### src/rtl/int_ctrl.sv
// Parametrised fixed-priority, vectored interrupt controller with per-source edge/level mode.
// Optional INT_SYNC_EN: adds a 2-flop synchroniser on int_src (all input latencies +2 cycles).
module int_ctrl #(
  parameter int              N_SRC      = 2,
  parameter int              IDW        = 1,
  parameter logic [N_SRC-1:0] EDGE_MODE = {N_SRC{1'b1}},
  parameter logic [31:0]     VEC_BASE   = 32'h0000_0004,
  parameter logic [31:0]     VEC_STRIDE = 32'h0000_0004
) (
  input  logic             clk,
  input  logic             reset,
  input  logic [N_SRC-1:0] int_src,
  input  logic             mask_we,
  input  logic [N_SRC-1:0] mask_wdata,
  output logic [N_SRC-1:0] mask,
  output logic [N_SRC-1:0] pending,
  output logic             int_req,
  output logic [IDW-1:0]   int_id,
  output logic [31:0]      int_vec,
  input  logic             int_ack,
  input  logic             int_ret,
  output logic             in_service
);

  typedef enum logic [1:0] {IDLE, REQ, SERVICE} state_t;

  state_t           state, state_nxt;
  logic [N_SRC-1:0] s, s_d, edge_pend, set_pend, clr_pend, cand;
  logic [IDW-1:0]   winner;
  logic             load, ack_take;

`ifdef INT_SYNC_EN
  logic [N_SRC-1:0] sync1, sync2;

  always_ff @(posedge clk) begin
    if (reset) begin
      sync1 <= '0;
      sync2 <= '0;
    end else begin
      sync1 <= int_src;
      sync2 <= sync1;
    end
  end

  assign s = sync2;
`else
  assign s = int_src;
`endif

  assign set_pend = s & ~s_d;

  // NOTE: sequential state uses non-blocking assignments so every flop samples pre-edge values.
  always_ff @(posedge clk) begin
    if (reset) begin
      s_d       <= '0;
      edge_pend <= '0;
      mask      <= '0;
    end else begin
      s_d       <= s;
      // A new edge in the same cycle as the ack clear keeps the bit set.
      edge_pend <= (edge_pend & ~clr_pend) | set_pend;
      if (mask_we) mask <= mask_wdata;
    end
  end

  assign pending = (EDGE_MODE & edge_pend) | (~EDGE_MODE & s_d);
  assign cand    = pending & mask;

  // NOTE: every variable written in always_comb gets a default first, so no latch is inferred.
  always_comb begin
    winner = '0;
    for (int i = N_SRC - 1; i >= 0; i--) begin
      if (cand[i]) winner = IDW'(i);
    end
  end

  always_ff @(posedge clk) begin
    if (reset) state <= IDLE;
    else       state <= state_nxt;
  end

  always_comb begin
    state_nxt = state;
    load      = 1'b0;
    ack_take  = 1'b0;
    case (state)
      IDLE: begin
        if (|cand) begin
          state_nxt = REQ;
          load      = 1'b1;
        end
      end
      REQ: begin
        // Ack has precedence over withdrawal and over a simultaneous int_ret.
        if (int_ack) begin
          state_nxt = SERVICE;
          ack_take  = 1'b1;
        end else if (!cand[int_id]) begin
          state_nxt = IDLE;
        end
      end
      SERVICE: begin
        if (int_ret) state_nxt = IDLE;
      end
      default: state_nxt = IDLE;
    endcase
  end

  assign clr_pend = ack_take ? (N_SRC'(1) << int_id) : '0;

  always_ff @(posedge clk) begin
    if (reset) begin
      int_id  <= '0;
      int_vec <= VEC_BASE;
    end else if (load) begin
      int_id  <= winner;
      int_vec <= VEC_BASE + 32'(winner) * VEC_STRIDE;
    end
  end

  assign int_req    = (state == REQ);
  assign in_service = (state == SERVICE);

endmodule

### config.mk
export PLATFORM = sky130hd
export DESIGN_NAME = int_ctrl
export DESIGN_NICKNAME = d
export VERILOG_FILES = /design/src/rtl/int_ctrl.sv
export SDC_FILE = /design/constraint.sdc
export NUM_CORES = 1
export LEC_CHECK = 0
export CAP_MARGIN = 0
export CORE_ASPECT_RATIO = 0.7
export CORE_MARGIN = 8
export CORE_UTILIZATION = 29
export DETAILED_ROUTE_END_ITERATION = 7
export GPL_TIMING_DRIVEN = 0
export PLACE_DENSITY = 0.74
export SLEW_MARGIN = 10
export SYNTH_ARGS = -nofsm -noshare
export SYNTH_HDL_FRONTEND = slang
export SYNTH_SLANG_ARGS = --single-unit
export TNS_END_PERCENT = 1
### constraint.sdc
create_clock -name clk -period 1.1 [get_ports clk]
set_clock_uncertainty 0.05 [all_clocks]
set_input_delay 0.33 -clock clk [delete_from_list [all_inputs] [get_ports clk]]
set_output_delay 0.33 -clock clk [all_outputs]
set_load 0.01 [all_outputs]
# After elaboration in Yosys (flattened, before gate mapping)

Index checks and enable logic that the tools add are counted.
Widths: inputs -> output; s select.

Flip-flop bits (word level): 41
Logic and storage cells: 37

Add/sub/neg operators: 1
Order comparisons: 1
Eq/ne operators: 5
Shift-type cells: 1
Multiplexer cells: 14
Bitwise operators: 6
Reduce and logical (&&, ||, !) cells: 3

Operator list:

| cell                | count |
|---|---|
| $mux 2              | 5 |
| $mux 1              | 8 |
| $and 2x2->2         | 3 |
| $pmux 2 s3          | 1 |
| $add 3x3->4 const A | 1 |
| $ne 2x2->1 const B  | 2 |
| $not 2->2           | 2 |
| $ne 3x3->1 const B  | 1 |
| $reduce_and 3->1    | 1 |
| $eq 2x1->1 const B  | 1 |
| $eq 2x2->1 const B  | 1 |
| $logic_not 2->1     | 1 |
| $lt 1x2->1 const B  | 1 |
| $or 2x2->2          | 1 |
| $reduce_or 2->1     | 1 |
| $shl 1x1->2 const A | 1 |

# Logic depth before layout (Yosys ltp)

Gate-level depths: netlist (run 1).

Depth after elaboration: 6
Gate-level depth with buffers: 3
Mapped depth without buffers: 3

# Worst setup path before layout (run 1)

No wires, ideal clock.

Path kind: register -> register
Start: register state[1]
End: register int_vec[2]
Library setup time: 0.122 ns
Arrival time: 0.860 ns
Setup slack: 0.068 ns
Stages on the path, launching flop included: 4
Path buffers: 0
Period minus slack after synthesis: 1.032 ns
Cells stage by stage: dfxtp_1 -> nor2_2 -> a31oi_1 -> a311o_1

Word-level cells in the longest chain between the ends: 2

RTL lines:

| item                   | line | RTL |
|---|---|---|
| from (decl)            | 27   | `state_t state, state_nxt;` |
| from (signal assigned) | 79   | `else state <= state_nxt;` |
| $logic_not 2->1        | 86   | `case (state)` |
| $mux 1                 | 86   |  |
| to (signal assigned)   | 117  | `int_vec <= VEC_BASE + 32'(winner) * VEC_STRIDE;` |
| to (decl)              | 19   | `output logic [31:0] int_vec,` |

No other way between the ends.
A chain may end at the register's enable or synchronous reset.

# Worst setup path in the final report (run 1)

Start: register state[0]
End: output int_req

Word-level cells in the longest chain between the ends: 1

RTL lines:

| item       | line | RTL |
|---|---|---|
| $eq 2x1->1 | 121  | `assign int_req = (state == REQ);` |
| to (decl)  | 17   | `output logic int_req,` |

No other way between the ends.

==> reports/qor.txt, run 1 <==
Seq/Total Area, Yosys -> 0.317
TritonCTS Buffers -> 3
Syn Area/Cell -> 8.54 um^2
Worst slack, placed -> -423 ps
Layout cells sized above 1 -> 0.452
CP max stage delay -> 360 ps
Yosys top cell area share -> 0.368
Num rows -> 14
Pwr/cell area -> 970 nW/um^2
IO Pins -> 48
Met2 global-route usage -> 0.117
Die X -> 71.8 um
Total Wirelength -> 1480 um
Starting Density -> 0.301
Fin area -> 1000 um^2
Hold Path Class -> primary input to register
WHS -> 408 ps
Cell at the slowest stage of the critical path -> dfxtp_2
FF+latch count, synth -> 10
Die area -> 3950 um^2
I/O Buffers -> 16
Fin. Hold Viols -> 0
CTS root buf -> clkbuf_4
Max-cap check violation count -> 0
Area of the multi-input gates -> 304 um^2
Cell variety after synth -> 21
Clk sinks -> 10
TritonRoute pass-1 iters -> 4
CP startpoint kind -> register
Status -> finished, violations left
Fin crit period -> 1320 ps
# DRC -> 0
Initial antenna violation count -> 0
Highest-count cells in the layout ignoring fill and taps -> buf_4 (32), conb_1 (30), clkdlybuf4s50_1 (7), buf_6 (7), dfxtp_4 (5)
# fillers -> 196
Post-route ant nets -> 0
Grt met1 use -> 0.0597
Area of the mapped netlist -> 632 um^2
Failing checks -> setup timing
Area growth, synth to finish -> 58.8%
Mapped Cells -> 74
Maximum operating frequency -> 0.759 GHz
Setup Viol. Count Final -> 9
Pin count of the biggest net entering global routing -> 11
Grt peak-use layer -> met2
Total grt overflow -> 0
First-pass GRT wire length -> 2160 um
Leakage Power -> 0.534 nW
Avg Vias per Cell -> 3.64
Max FO, Critical Path -> 5
Htree depth -> 1
Ant diodes -> 0
Clk slew on worst S/H paths -> 70 ps
Wire per inst -> 9.97 um
TritonCTS clock tree -> built
Total GRT Usage -> 0.0693
RSZ-0062 raised after global routing -> true
Peak VDD IR -> 620 uV
Final setup margin -> -217 ps
Commonest non-fill, non-tap cell in the layout -> buf_4
GP Congestion -> 0.699
Cell Area, Placed -> 931 um^2
Critical Path Sink Type -> primary output
Final #Nets -> 134
Setup CP Type -> register to primary output
CP arrival -> 940 ps
Drt first-iter violations -> 4
Core area -> 2100 um^2
Worst-path cell chain -> and2b_2, buf_6
Vias -> 539
Vias in the first global route -> 499
Longest Clk Path Bufs -> 2
Slew Viols, Final -> 0
Synth area leader -> buf_4
Clock latency on the worst-skew pair -> 260 ps
Die height -> 55.1 um
Met3 GRT Util -> 0.0540
Critical path required time -> 720 ps
Synth area leaders -> buf_4 (37%), dfxtp_1 (32%), a21oi_1 (3.2%)
YS warnings -> 0
Register cell area after layout -> 223 um^2
Period utilization -> 1.20
[final timing paths]
path | start | end | slack [ps] | depth (start not counted)
min reg2reg | s_d[0]$_SDFF_PP0_ | pending[0]$_SDFF_PP0_ | 430 | 2
min | reset | s_d[1]$_SDFF_PP0_ | 410 | 2
max reg2reg | state[1]$_SDFFE_PP0P_ | int_vec[2]$_SDFFE_PP1P_ | 0 | 4
max | state[0]$_SDFFE_PP0P_ | int_req | -220 | 2
[kinds of logic after synthesis]
family,count (synthesis),share of synthesized area
and+or+nand+nor,15,0.139
AOI/OAI and AO/OA,12,0.121
DFF,10,0.317
muxes,2,0.0317
other,1,0.00593
buffers and inverters,34,0.386
[cells in the mapped netlist]
cell type,instances
buf_4,31
dfxtp_1,10
a21oi_1,4
nor2_1,4
nand2b_1,3
nor2b_1,3
a31oi_1,2
inv_1,2
mux2i_1,2
nand3b_1,2
a22oi_1,1
a311o_1,1
a311oi_1,1
and2b_2,1
clkbuf_1,1
conb_1,1
nand3_1,1
nor2_2,1
o21a_1,1
o21ai_0,1
o21ai_1,1
[per-layer routing]
| metal | wire (um) | vias up | part of all wire |
|---|---|---|---|
| met3 | 296 | 2 | 0.20 |
| met5 | 0 | - | 0 |
| li1 | - | 284 | - |
| met4 | 11 | 0 | 0.0075 |
| met2 | 642 | 36 | 0.44 |
| met1 | 524 | 217 | 0.36 |
[through the flow]
stage                     power [W]   util  setup TNS, ps  cells
after floorplan            0.000576      -              0    103
final                      0.000973  0.477           -671    148
after CTS                  0.000974  0.477           -799    148
after global placement     0.000642  0.443          -3520    143
after detailed placement   0.000648  0.443          -3760    143
after global routing        0.00102  0.477          -1050    148
[timing repair]
item,4_1_cts,5_1_grt
pin swaps,0,6
setup buffers,1,0
hold buffers,0,0
gates resized for setup,59,0
endpoints found under the setup margin,11,12
[report_power, final]
| part | internal [W] | total, W | switching, W | leakage, nW |
|---|---|---|---|---|
| Clock | 0.000201 | 0.000322 | 0.000122 | 0.0210 |
| Combinational | 0.000142 | 0.000247 | 0.000105 | 0.427 |
| Sequential | 0.000378 | 0.000404 | 0.0000256 | 0.0860 |
| Total | 0.000721 | 0.000973 | 0.000252 | 0.534 |
[critical path: cells and delay by family, from the launching register on]
kind,cells,cell delay [ps]
buf+inv,1,110
flops,1,360
simple gates,1,200
[state kept, by name (all words and copies together) (netlist names)]
| register | count |
|---|---|
| int_id | 1 |
| int_vec | 1 |
| mask | 2 |
| pending | 2 |
| s_d | 2 |
| state | 2 |
[cell type report]
class,count,share of cell area
plain buffers,32,0.236
clock buffers,4,0.0362
flip-flops and latches,10,0.222
multi-input cells,59,0.303
inverters,2,0.00748
repair buffers,17,0.166
well taps,24,0.0299
Note: power is estimated with default switching activity, not from simulation.
==> run 2, diff against run 1 <==
Settings changed: CORE_ASPECT_RATIO 0.7 to 0.8.
==> run 2 against run 1 <==
Against the previous run: the run still ends with setup timing left; utilization up 0.18 points; global-route usage up 1.1 points; critical path depth unchanged; register-to-register slack got worse by 110 ps; final cell count grew 1.4%; sequential share of layout area shrank 0.083 points; non-clock buffer count grew 1; highest routed layer is now met3.
==> reports/qor.txt, run 2 (synthesized netlist as in run 1, its figures left out) <==
Status -> finished, violations left (unchanged)
Failing checks -> setup timing (unchanged)
Total Wirelength -> 1650 um (was 1480 um)
CTS root buf -> clkbuf_4 (unchanged)
Net Sw Frac -> 0.271 (was 0.259)
Sequential share of power -> 0.407 (was 0.415)
# fillers -> 201 (was 196)
Worst-path cell chain -> and2b_2, buf_6 (unchanged)
Vias -> 541 (was 539)
Worst slack, placed -> -432 ps (was -423 ps)
DP Wirelength -> 1370 um
Die area -> 3940 um^2 (was 3950 um^2)
Fin crit period -> 1300 ps (was 1320 ps)
Critical Path Sink Type -> primary output (unchanged)
Clock latency on the worst-skew pair -> 260 ps (about the same)
Htree depth -> 1 (unchanged)
Longest Clk Path Bufs -> 2 (unchanged)
CP max stage delay -> 330 ps (was 360 ps)
Clock power frac -> 0.340 (was 0.331)
Fin area -> 1010 um^2 (was 1000 um^2)
Vias in the first global route -> 505 (was 499)
Combinational fraction of design power -> 0.253 (was 0.254)
Register cell area after layout -> 223 um^2 (unchanged)
TritonCTS clock tree -> built (unchanged)
Period utilization -> 1.18 (was 1.20)
WL met2 -> 830 um (was 642 um)
Clk slew on worst S/H paths -> 70 ps (about the same)
Total grt overflow -> 0 (unchanged)
Final setup margin -> -200 ps (was -217 ps)
CP startpoint kind -> register (unchanged)
Avg Vias per Cell -> 3.61 (was 3.64)
Met3 wire len -> 206 um (was 296 um)
Max FO, Critical Path -> 3 (was 5)
Leakage Power -> 0.536 nW (was 0.534 nW)
CP arrival -> 920 ps (was 940 ps)
Peak VDD IR -> 540 uV (was 620 uV)
Area growth, synth to finish -> 59.4% (was 58.8%)
Post-route ant nets -> 0 (unchanged)
Initial antenna violation count -> 0 (unchanged)
Cell at the slowest stage of the critical path -> dfxtp_2 (unchanged)
GP Congestion -> 0.690 (was 0.699)
Num rows -> 15 (was 14)
Commonest non-fill, non-tap cell in the layout -> buf_4 (unchanged)
Internal cell power -> 0.000721 W (about the same)
Fin. Hold Viols -> 0 (unchanged)
Reg2Reg Setup Slack -> -110 ps (was 0 ps)
Cell Area, Placed -> 932 um^2 (was 931 um^2)
Drt first-iter violations -> 8 (was 4)
Setup Viol. Count Final -> 10 (was 9)
Maximum operating frequency -> 0.769 GHz (was 0.759 GHz)
IO Pins -> 48 (unchanged)
Tot Pwr -> 0.000989 W (was 0.000973 W)
Slew Viols, Final -> 0 (unchanged)
Die X -> 68.2 um (was 71.8 um)
TritonCTS Buffers -> 3 (unchanged)
Top routing layer in use -> met3 (was met4)
Pin count of the biggest net entering global routing -> 11 (unchanged)
Pwr/cell area -> 981 nW/um^2 (was 970 nW/um^2)
Wire per inst -> 11.0 um (was 9.97 um)
Total GRT Usage -> 0.0803 (was 0.0693)
DRT met1 WL -> 616 um (was 524 um)
# DRC -> 0 (unchanged)
Switch Pwr -> 0.000267 W (was 0.000252 W)
Final #Nets -> 135 (was 134)
Hold Path Class -> primary input to register (unchanged)
TritonRoute pass-1 iters -> 4 (unchanged)
Setup CP Type -> register to primary output (unchanged)
Max-cap check violation count -> 0 (unchanged)
Area of the multi-input gates -> 299 um^2 (was 304 um^2)
Critical path required time -> 720 ps (about the same)
I/O Buffers -> 16 (unchanged)
First-pass GRT wire length -> 2400 um (was 2160 um)
Clk sinks -> 10 (unchanged)
RSZ-0062 raised after global routing -> true (unchanged)
Family with the most delay on the worst path -> flip-flops (unchanged)
Core area -> 2100 um^2 (unchanged)
Layout cells sized above 1 -> 0.456 (was 0.452)
Starting Density -> 0.301 (unchanged)
Total negative slack -> -851 ps (was -671 ps)
Ant diodes -> 0 (unchanged)
Die height -> 57.8 um (was 55.1 um)
WP buf/inv -> 1 (unchanged)
Highest-count cells in the layout ignoring fill and taps -> buf_4 (33), conb_1 (30), clkdlybuf4s50_1 (7), buf_6 (7), dfxtp_4 (5) (was buf_4 (32), conb_1 (30), clkdlybuf4s50_1 (7), buf_6 (7), dfxtp_4 (5))
==> run 2: cell types whose count changed in the layout (fill, tap and decap cells not counted) <==
cell	previous run	this run
buf_4	32	33
nor2_4	1	0
nor2_2	0	1
==> run 2: through the flow <==
stage	hold slack (ps)	cells	utilization
floorplan	408	103	-
global placement	422	144	0.443
detailed placement	442	144	0.443
CTS	394	150	0.479
global route	419	150	0.479
finish	416	150	0.479
==> run 2: area by class of cell <==
type,count,share of cell area
multi-input cells,59,0.297
plain buffers,32,0.235
flip-flops and latches,10,0.221
repair buffers,18,0.173
clock buffers,4,0.0360
well taps,25,0.0311
inverters,2,0.00745
==> run 2: timing repair <==
item	in CTS	in global routing
pin swaps	0	2
resized for setup	58	0
setup endpoints to repair	11	13
buffers inserted	2	0
endpoints found under the hold margin	0	0
hold buffers	0	0
==> run 2: final timing paths <==
path	startpoint	end	cells past startpoint
worst max register to register	state[1]$_SDFFE_PP0P_	int_vec[2]$_SDFFE_PP1P_	4
worst max-delay path	state[1]$_SDFFE_PP0P_	int_req	2
worst min register to register	s_d[1]$_SDFF_PP0_	pending[1]$_SDFF_PP0_	2
worst min-delay path	reset	mask[0]$_SDFFE_PP0P_	2
==> run 2: metal layers <==
layer  vias up  global-route usage
met3         0              0.0288
met4         0              0.0350
met2        31               0.136
li1        285                   -
met1       225              0.0865
met5         -                   0
==> run 2: power by group through the flow <==
| stage | Combinational [W] | Sequential, W | Clock, W |
|---|---|---|---|
| floorplan | 0.000164 | 0.000412 | 0 |
| global placement | 0.000234 | 0.000409 | 0 |
| detailed placement | 0.000237 | 0.000411 | 0 |
| CTS | 0.000243 | 0.000401 | 0.000343 |
| global route | 0.000270 | 0.000405 | 0.000371 |
| finish | 0.000250 | 0.000402 | 0.000336 |
==> run 2: worst reg2reg max path, stage by stage, from the launching register on <==
cell and delay, ps:
dfxtp_2 320, buf_4 140, nor2_2 180, a31oi_1 110, a311o_1 310
